`config.mk`:
```
export PLATFORM = sky130hd
export DESIGN_NAME = sync_fifo_param
export DESIGN_NICKNAME = d
export VERILOG_FILES = /design/src/rtl/sync_fifo_pkg.sv /design/src/rtl/sync_fifo_ram.sv /design/src/rtl/sync_fifo_param.sv
export SDC_FILE = /design/constraint.sdc
export NUM_CORES = 1
export LEC_CHECK = 0
export ABC_CLOCK_PERIOD_IN_PS = 3580
export CAP_MARGIN = 20
export CORE_AREA = 10 10 152 189
export CTS_CLUSTER_SIZE = 8
export DETAILED_ROUTE_END_ITERATION = 6
export DIE_AREA = 0 0 162 199
export HOLD_SLACK_MARGIN = 0.1
export PLACE_DENSITY_LB_ADDON = 0.3
export SYNTH_ARGS = -nofsm -noshare
export SYNTH_HDL_FRONTEND = slang
export SYNTH_HIERARCHICAL = 1
export SYNTH_SLANG_ARGS = --single-unit
```
`constraint.sdc`:
```
create_clock -name clk -period 3.58 [get_ports clk]
set_clock_uncertainty 0.2 [all_clocks]
set_input_delay 0.895 -clock clk [delete_from_list [all_inputs] [get_ports clk]]
set_output_delay 0.895 -clock clk [all_outputs]
set_load 0.05 [all_outputs]
```
`src/rtl/sync_fifo_pkg.sv`:
```
// Shared constants for the synchronous FIFO: default geometry and the
// pointer-width helper used to size the circular-buffer pointers.
package sync_fifo_pkg;

    localparam int DEFAULT_WIDTH = 8;
    localparam int DEFAULT_DEPTH = 16;

    // Pointer width for a power-of-two depth; wraps DEPTH-1 -> 0 naturally.
    function automatic int ptr_width(input int depth);
        return $clog2(depth);
    endfunction

    localparam int DEFAULT_PTR_W = $clog2(DEFAULT_DEPTH);

endpackage

```
`src/rtl/sync_fifo_ram.sv`:
```
// Simple dual-port storage for the FIFO: one write port and one read port
// with a registered output. The array itself is never cleared; only the
// output register is reset so the FIFO presents dout = 0 after reset.
module sync_fifo_ram
    import sync_fifo_pkg::*;
#(
    parameter int WIDTH = DEFAULT_WIDTH,
    parameter int DEPTH = DEFAULT_DEPTH,
    parameter int AW    = DEFAULT_PTR_W
) (
    input  logic             clk,
    input  logic             reset,
    input  logic             wr_en,
    input  logic [AW-1:0]    wr_addr,
    input  logic [WIDTH-1:0] wr_data,
    input  logic             rd_en,
    input  logic [AW-1:0]    rd_addr,
    output logic [WIDTH-1:0] rd_data
);

    logic [WIDTH-1:0] mem_reg [DEPTH];

    // Write port: no reset so the array maps onto block RAM.
    always_ff @(posedge clk) begin
        if (wr_en) begin
            mem_reg[wr_addr] <= wr_data;
        end
    end

    // Registered read port: loads only on an accepted read, otherwise holds.
    // A same-edge write to the same address returns the old word.
    always_ff @(posedge clk) begin
        if (reset) begin
            rd_data <= '0;
        end else if (rd_en) begin
            rd_data <= mem_reg[rd_addr];
        end
    end

endmodule

```
`src/rtl/sync_fifo_param.sv`:
```
// Parameterised synchronous FIFO: circular buffer with read/write pointers,
// registered occupancy count, flags decoded from that count, and
// overflow/underflow indications for rejected requests.
// Build option: define SYNC_FIFO_STICKY_ERR_EN to make overflow/underflow
// sticky until reset; otherwise they pulse for one cycle per rejection.
module sync_fifo_param
    import sync_fifo_pkg::*;
#(
    parameter int WIDTH      = DEFAULT_WIDTH,
    parameter int DEPTH      = DEFAULT_DEPTH,
    parameter int AFULL_THR  = DEPTH - 2,
    parameter int AEMPTY_THR = 2
) (
    input  logic                   clk,
    input  logic                   reset,
    input  logic                   wr_en,
    input  logic                   rd_en,
    input  logic [WIDTH-1:0]       din,
    output logic [WIDTH-1:0]       dout,
    output logic                   full,
    output logic                   empty,
    output logic                   almost_full,
    output logic                   almost_empty,
    output logic [$clog2(DEPTH):0] count,
    output logic                   overflow,
    output logic                   underflow
);

    localparam int AW = ptr_width(DEPTH);
    localparam int CW = AW + 1;

    localparam logic [CW-1:0] FULL_CNT   = CW'(DEPTH);
    localparam logic [CW-1:0] AFULL_CNT  = CW'(AFULL_THR);
    localparam logic [CW-1:0] AEMPTY_CNT = CW'(AEMPTY_THR);

    logic [AW-1:0] wr_ptr_reg, wr_ptr_next;
    logic [AW-1:0] rd_ptr_reg, rd_ptr_next;
    logic [CW-1:0] count_reg, count_next;
    logic          overflow_reg, overflow_next;
    logic          underflow_reg, underflow_next;

    logic rd_acc;
    logic wr_acc;
    logic ram_we;

    // Status flags come only from the registered count.
    assign full         = (count_reg == FULL_CNT);
    assign empty        = (count_reg == '0);
    assign almost_full  = (count_reg >= AFULL_CNT);
    assign almost_empty = (count_reg <= AEMPTY_CNT);
    assign count        = count_reg;
    assign overflow     = overflow_reg;
    assign underflow    = underflow_reg;

    // A read frees a slot in the same cycle, so a full FIFO still takes a
    // write when it is also being read.
    assign rd_acc = rd_en && !empty;
    assign wr_acc = wr_en && (!full || rd_acc);
    // Reset wins over a concurrent write; keep the array untouched then.
    assign ram_we = wr_acc && !reset;

    // Next-state for pointers, occupancy and error indications.
    always_comb begin
        wr_ptr_next    = wr_ptr_reg;
        rd_ptr_next    = rd_ptr_reg;
        count_next     = count_reg;
        overflow_next  = 1'b0;
        underflow_next = 1'b0;

        if (wr_acc) begin
            wr_ptr_next = wr_ptr_reg + AW'(1);
        end
        if (rd_acc) begin
            rd_ptr_next = rd_ptr_reg + AW'(1);
        end

        case ({wr_acc, rd_acc})
            2'b10:   count_next = count_reg + CW'(1);
            2'b01:   count_next = count_reg - CW'(1);
            default: count_next = count_reg;
        endcase

`ifdef SYNC_FIFO_STICKY_ERR_EN
        overflow_next  = overflow_reg  || (wr_en && !wr_acc);
        underflow_next = underflow_reg || (rd_en && !rd_acc);
`else
        overflow_next  = wr_en && !wr_acc;
        underflow_next = rd_en && !rd_acc;
`endif
    end

    // Control state registers with synchronous reset.
    always_ff @(posedge clk) begin
        if (reset) begin
            wr_ptr_reg    <= '0;
            rd_ptr_reg    <= '0;
            count_reg     <= '0;
            overflow_reg  <= 1'b0;
            underflow_reg <= 1'b0;
        end else begin
            wr_ptr_reg    <= wr_ptr_next;
            rd_ptr_reg    <= rd_ptr_next;
            count_reg     <= count_next;
            overflow_reg  <= overflow_next;
            underflow_reg <= underflow_next;
        end
    end

    sync_fifo_ram #(
        .WIDTH (WIDTH),
        .DEPTH (DEPTH),
        .AW    (AW)
    ) u_ram (
        .clk     (clk),
        .reset   (reset),
        .wr_en   (ram_we),
        .wr_addr (wr_ptr_reg),
        .wr_data (din),
        .rd_en   (rd_acc),
        .rd_addr (rd_ptr_reg),
        .rd_data (dout)
    );

endmodule

```
After elaboration in Yosys (flattened, before gate mapping)
Memory sizes are Yosys's and may differ from the RTL's. A register that Yosys moved wholly into a read port is not among the register bits.
Index checks and enable logic that the tools add are counted.
Word-level totals
  register bits: 15
  bits in latches: 0
  RAM bits: 128
  memory bits (read-only): 0
  bits of input ports: 12
  memories kept: 1
Cells by class
  add/subtract/negate cells: 4
  $mul: 0
  div/mod/pow operators: 0
  order comparisons: 2
  equal/unequal tests: 3
  shift operators: 0
  multiplexer cells: 3
  bitwise operators: 0
  reduce and logical (&&, ||, !) cells: 13
Memories
  u_ram.mem_reg: depth 16, bits a word 8, read ports 1, clocked after memory_dff 1, write ports 1, line sync_fifo_ram.sv:21  | logic [WIDTH-1:0] mem_reg [DEPTH];
Operators with widths (number)
  case mux 5 bit (2 select lines): 1
  adder 4 x 1 -> 4 bit (second input constant): 2
  adder 5 x 1 -> 5 bit (second input constant): 1
  equality test 5 bit (second input constant): 1
  greater-or-equal comparator 5 x 4 -> 1 bit (second input constant): 1
  less-or-equal comparator 5 x 2 -> 1 bit (second input constant): 1
  logical AND 1 bit: 5
  logical NOT 1 bit: 5
  logical NOT 5 bit: 1
  subtractor 5 x 1 -> 5 bit (second input constant): 1
  equality test 2 x 1 -> 1 bit (second input constant): 1
  equality test 2 bit (second input constant): 1
  two-way mux 1 bit: 2
  nonzero test 2 bit: 1
  logical OR 1 bit: 1

Depth between registers and ports, before layout
  depth after elaboration: 8
  depth in mapped cells: 11

Cells and area by module
The synthesis kept the hierarchy.
By module, submodules not included
  sync_fifo_ram: times used 1, cells each 316, area each 5343.9 um2, sequential area each 4003.8 um2
  sync_fifo_param: times used 1, cells each 91, area each 814.5 um2, sequential area each 300.3 um2

Worst setup path before layout
No wires, ideal clock.
  path kind: reg-to-output
  from: register count_reg[4], in the netlist count[4]
  to: output port almost_empty
  arrival: 3.171 ns
  required time: 2.485 ns
  path slack: -0.686 ns
  cell stages (with the launch flop): 3
  buffers on the path: 1
  path through: dfxtp_1 clkbuf_1 a2111oi_0
On the way
  word-level cells in the longest chain between the ends: 1
RTL lines
  from (decl): line sync_fifo_param.sv:38  | logic [CW-1:0] count_reg, count_next;
  from (signal assigned): line sync_fifo_param.sv:103  | count_reg <= count_next;
  less-or-equal comparator 5 x 2 -> 1 bit: line sync_fifo_param.sv:50  | assign almost_empty = (count_reg <= AEMPTY_CNT);
  to (decl): line sync_fifo_param.sv:23  | output logic almost_empty,
No other way between the ends.

Final worst setup path
  from: register count_reg[3], in the netlist count[3]
  to: output port full
On the way
  word-level cells in the longest chain between the ends: 1
RTL lines
  equality test 5 bit: line sync_fifo_param.sv:47  | assign full = (count_reg == FULL_CNT);
  to (decl): line sync_fifo_param.sv:20  | output logic full,
No other way between the ends.

==> metrics.yaml <==
status: "finished, final reports clean"
rsz0062_at_grt: "no"
finalMaxSlewViolations: 0
cts_hold_buf: 0
yosysTopAreaCellShare: 0.6241
synthTopCellsByCount: "edfxtp_1 (128), mux2i_1 (67), nor2_1 (36)"
path_class: "reg2out"
io-pin-count: 31
grt_use_total: 0.09029
p_int_w: 0.003518
antenna_found_initial: 0
area.growth.synth_to_final_pct: 22.37
portBuffers: 30
drt-wirelength-per-cell_um: 17.19
via_per_inst: 4.342
fp.dieH_um: 199
clk_path_buf_depth: 2
period_minus_slack_ns: 3.497
rrSetupSlack_ns: 0.53
n_antenna_cell: 0
drt_first_pass_iters: 4
drive_above_1_share: 0.1300
ys_async_sr_fraction: 0
power.share.clock: 0.351
p_per_area_nw_per_um2: 667.8
fp-row-count: 65
yosysTopAreaCell: "edfxtp_1"
p_seq_frac: 0.417
die_w_um: 162
drt_wl_total_um: 13960
ant_nets: 0
coreArea_um2: 25050
final-setup-viol-count: 0
vdd_drop_max_mv: 0.6759
num_vias: 3526
hp-class: "reg2reg"
netlist_area_um2: 6158
initial_core_util: 0.2459
hold_viol_final: 0
cts_tree: "done"
num-nets-final: 483
gp_congestion: 0.7541
worstMarginPinSlew_ns: 0.8899
yosysMostFrequentCell: "edfxtp_1"
cts_buffers: 17
crit_arrival_ns: 2.40
synth-xor-area-share: 0.009955
avgSynthCellArea_um2: 15.13
grt_pass1_wl_um: 21730
largest_reg_flops: 128
switchingPower_w: 0.001515
synth_cells: 407
htreeDepth: 4
critPathMaxFanout: 8
ys_top_cells_by_area: "edfxtp_1 (62%), mux2i_1 (11%), dfxtp_1 (7.5%)"
synth-main-ff-cell: "edfxtp_1"
regArea_um2: 4308
required_ns: 2.48
synth_nets: 426
maxSlewHeadroom: 0.4046
p_sw_frac: 0.3010
grt_pass1_vias: 3738
fmax_mhz: 286.0
setup_tns_ns: 0
comb_power_share: 0.232
hpwl_um: 9319
worst_setup_path_end_kind: "output port"
critPathLaunchType: "flop"
gr-total-overflow: 0
cts.repair.resized: 0
drtIter0Drc: 169
min_period_over_period: 0.9767
hold_slack_ns: 0.2674
clk_pin_slew_worst_paths_ns: 0.06
ys_seq_area_frac: 0.6989
ys_ff_latch: 151
cap_violations: 0
nFillCells: 2572
postCtsSetupBuffers: 0
synth_fa_ha_area_frac: 0.01544
r2r_cells: 9
synthMuxAreaShare: 0.1107
insertion_delay_ns: 0.41
synth-compound-area-share: 0.05201
multiInputGateArea_um2: 1673
synth_top_family_by_area: "multiplexers"
drc: 0
grt_max_degree: 39
p_leak_nw: 2.413
cts_root_buf: "clkbuf_16"
yosys_warnings: 6
synth_edf_count: 128
die-area_um2: 32240
synth-simple-area-share: 0.08249
ys_types: 39
clock_sinks: 151
whs_path_depth: 2
==> power by group through the flow <==
stage	clock, W	sequential (W)	combinational, W
2_1_floorplan	0	0.00233	0.000563
3_3_place_gp	0	0.00213	0.00117
3_5_place_dp	0	0.00214	0.00118
4_1_cts	0.00181	0.00210	0.00118
5_1_grt	0.00189	0.00211	0.00125
6_report	0.00177	0.00210	0.00117
==> final cells by class <==
cell class	count	share of cell area
sequential	151	0.5716
timing repair buffer	57	0.06840
inverter	5	0.002490
clock inverter	5	0.007305
multi-input combinational	232	0.2220
clock buffer	27	0.07256
tap	335	0.05562
==> cells in the final DEF (no fill, tap or decap), drive strengths merged, types with 2 or more instances in the layout <==
cell type / Yosys / final
nor3: 4 / 4
nor4bb: 2 / 2
nor2: 36 / 36
mux2i: 67 / 67
nand2b: 3 / 3
o211ai: 2 / 2
a22oi: 24 / 24
a21oi: 13 / 13
nand3: 27 / 27
ha: 6 / 6
dfxtp: 23 / 23
o21ai: 2 / 2
buf: 16 / 27
or3: 2 / 2
clkbuf: 3 / 27
nand2: 19 / 19
xor2: 7 / 7
nand3b: 3 / 3
clkinv: 0 / 3
nor2b: 2 / 2
edfxtp: 128 / 128
clkdlybuf4s50: 0 / 30
inv: 5 / 6
==> cell families (layout without fill, tap and decap cells) <==
group           count (synthesis)  after routing
xor+xnor                        7              7
mux                            68             68
compound gates                 45             45
simple gates                  105            105
fa+ha+maj                       7              7
flops                         151            151
buf+inv                        24             94
==> per-layer routing <==
layer | global-route usage | share of wire
met1 | 0.1078 | 0.43
met2 | 0.1468 | 0.50
met3 | 0.02254 | 0.034
met4 | 0.04826 | 0.034
met5 | 0 | 0
==> worst paths after layout <==
path / from / end
max: count[3] / full
min: u_ram/rd_data[4] / u_ram/rd_data[4]
max reg2reg: count[3] / count[4]
min reg2reg: u_ram/rd_data[4] / u_ram/rd_data[4]
==> critical path, stage by stage (launching register included) <==
cell and delay [ns]:
dfxtp_1 0.37, or4_4 0.64, nor2_1 0.15, clkdlybuf4s50_1 0.83
==> through the flow <==
step / setup WS [ns] / instances / total power [W] / utilization / instance area, µm²
floorplan: 0.1780 / 407 / 0.002892 / - / 6165
global placement: 0.03985 / 780 / 0.003301 / 0.2768 / 6934
detailed placement: 0.03571 / 780 / 0.003316 / 0.2768 / 6934
CTS: 0.03896 / 812 / 0.005099 / 0.3008 / 7536
global route: 0.004447 / 812 / 0.005255 / 0.3008 / 7536
finish: 0.08346 / 812 / 0.005032 / 0.3008 / 7536
Note: power is estimated with default switching activity, not from simulation.
==> edit (same flow settings) <==
Register the output `count` once more, cleared by the reset; this adds one clock of latency there. The other outputs are not delayed to match. Comments in the files are not updated.
--- a/src/rtl/sync_fifo_param.sv
+++ b/src/rtl/sync_fifo_param.sv
@@ -49,5 +49,11 @@
     assign almost_full  = (count_reg >= AFULL_CNT);
     assign almost_empty = (count_reg <= AEMPTY_CNT);
-    assign count        = count_reg;
+    always_ff @(posedge clk) begin
+        if (reset) begin
+            count <= '0;
+        end else begin
+            count <= count_reg;
+        end
+    end
     assign overflow     = overflow_reg;
     assign underflow    = underflow_reg;
Behaviour: not the same (a bounded check fails within 4 cycles, from zero or initial values and one cycle with reset high).
==> edit against the unedited design <==
Total power is 0.51% higher. Clock power is 2% higher. Wire length is 0.76% lower. Sequential cell count is 5 higher. Final area is 2.2% higher. Synthesized cell count is 2.2% higher. Area after synthesis is 2.0% higher. Sequential share of layout area hardly changed. Setup slack better by 69 ps. Sequential power is 3% higher. Critical path type unchanged.
==> edit: results <==
export IMPL_drt_iter0_markers=157
export IMPL_power_leakage_nw=2.51
export IMPL_drive_above_1_share_pct=14.4
export IMPL_wl_um=13900
export IMPL_critPathMaxStageDelay_ps=810
export IMPL_grt_pass1_wl_um=21700
export IMPL_largest_reg_flops=128
export IMPL_clockBufferDepth=2
export IMPL_synthArstFlopShare_pct=0
export IMPL_nNetsFinal=500
export IMPL_finalWeightedCongestion=0.802
export IMPL_p_sw_w=0.00148
export IMPL_grt_max_degree=62
export IMPL_hold_class="flip-flop to flip-flop"
export IMPL_dp_cells=797
export IMPL_synth_common_cells="edfxtp_1 (128), mux2i_1 (67), nor2_1 (38)"
export IMPL_cp_data_arrival_time_ps=2330
export IMPL_port_buffer_count=30
export IMPL_yosys_cell_types_count=38
export IMPL_routed_via_count=3575
export IMPL_synthFlopType="edfxtp_1"
export IMPL_drt_pass1_iterations=5
export IMPL_slew_headroom_pct=26.9
export IMPL_synth_area_leaders="edfxtp_1 (61%), mux2i_1 (11%), dfxtp_1 (8.9%)"
export IMPL_grtUsageTotal_pct=8.84
export IMPL_crit_fanout=8
export IMPL_synth_avg_cell_area_um2=15.1
export IMPL_stdcell_count=829
export IMPL_htreeDepth=4
export IMPL_placed_area_um2=7100
export IMPL_outcome="complete, no violations"
export IMPL_irDropWorstVdd_uv=436
export IMPL_ys_seq_area_share_pct=70.1
export IMPL_syn_num_nets=435
export IMPL_grt_pass1_vias=3818
export IMPL_dpl_hpwl_um=9070
export IMPL_rrSetupSlack_ps=540
export IMPL_clk_latency_ps=410
export IMPL_crit_slowest_cell="clkdlybuf4s50_1"
-- edit: critical path, delay by kind of cell, from the launching register on --
| kind | cells | cell delay (ps) |
|---|---|---|
| buffers and inverters | 1 | 810 |
| AND/OR/NAND/NOR | 2 | 750 |
| flip-flops | 1 | 360 |
-- edit: power by group through the flow --
stage                     sequential (W)  clock (W)  combinational [W]
after floorplan                  0.00235          0           0.000565
after global placement           0.00220          0            0.00108
after detailed placement         0.00220          0            0.00109
after CTS                        0.00217    0.00185            0.00110
after global routing             0.00218    0.00194            0.00118
final                            0.00216    0.00181            0.00108
-- edit: kinds of logic after synthesis --
group | after synthesis | synth area share (%)
xor+xnor | 7 | 0.977
compound gates | 45 | 5.10
flops | 156 | 70.1
simple gates | 109 | 8.41
fa+ha+maj | 7 | 1.51
mux | 68 | 10.9
buf+inv | 24 | 2.99
-- edit: metal layers --
metal  vias to the layer above  track usage (%)  wire length, um
met5                         -                0                0
met4                         0             4.18              282
met3                        23             2.61              726
met2                        99             14.7             6860
met1                      1743             10.2             5990
li1                       1710                -                -
-- edit: final timing paths --
| check | start | to | depth (start not counted) |
|---|---|---|---|
| worst max register to register | count_reg[3] | count_reg[4] | 9 |
| worst max-delay path | count_reg[3] | empty | 3 |
| worst min register to register | u_ram/rd_data[7] | u_ram/rd_data[7] | 2 |
| worst min-delay path | u_ram/rd_data[7] | u_ram/rd_data[7] | 2 |
-- edit: repair_timing --
| item | in CTS | in global routing |
|---|---|---|
| setup buffers | 0 | 0 |
| resized for setup | 0 | 1 |
| setup endpoints to repair | 0 | 1 |
-- edit: final cells by class --
class / count / area, um^2
clock buffer: 22 / 464
clock inverter: 10 / 141
fill: 2564 / 17300
inverter: 5 / 18.8
multi-input combinational: 236 / 1690
sequential: 156 / 4410
tap: 335 / 419
timing repair buffer: 65 / 566
-- edit: metrics by stage --
step | worst slack [ps] | power (W) | hold WS (ps) | util (%)
detailed placement | 36.6 | 0.00329 | 250 | 28.3
CTS | 52.1 | 0.00512 | 265 | 30.7
global route | 25.1 | 0.00530 | 285 | 30.8
finish | 152 | 0.00506 | 257 | 30.8
floorplan | 256 | 0.00291 | 292 | -
global placement | 61.7 | 0.00328 | 245 | 28.3
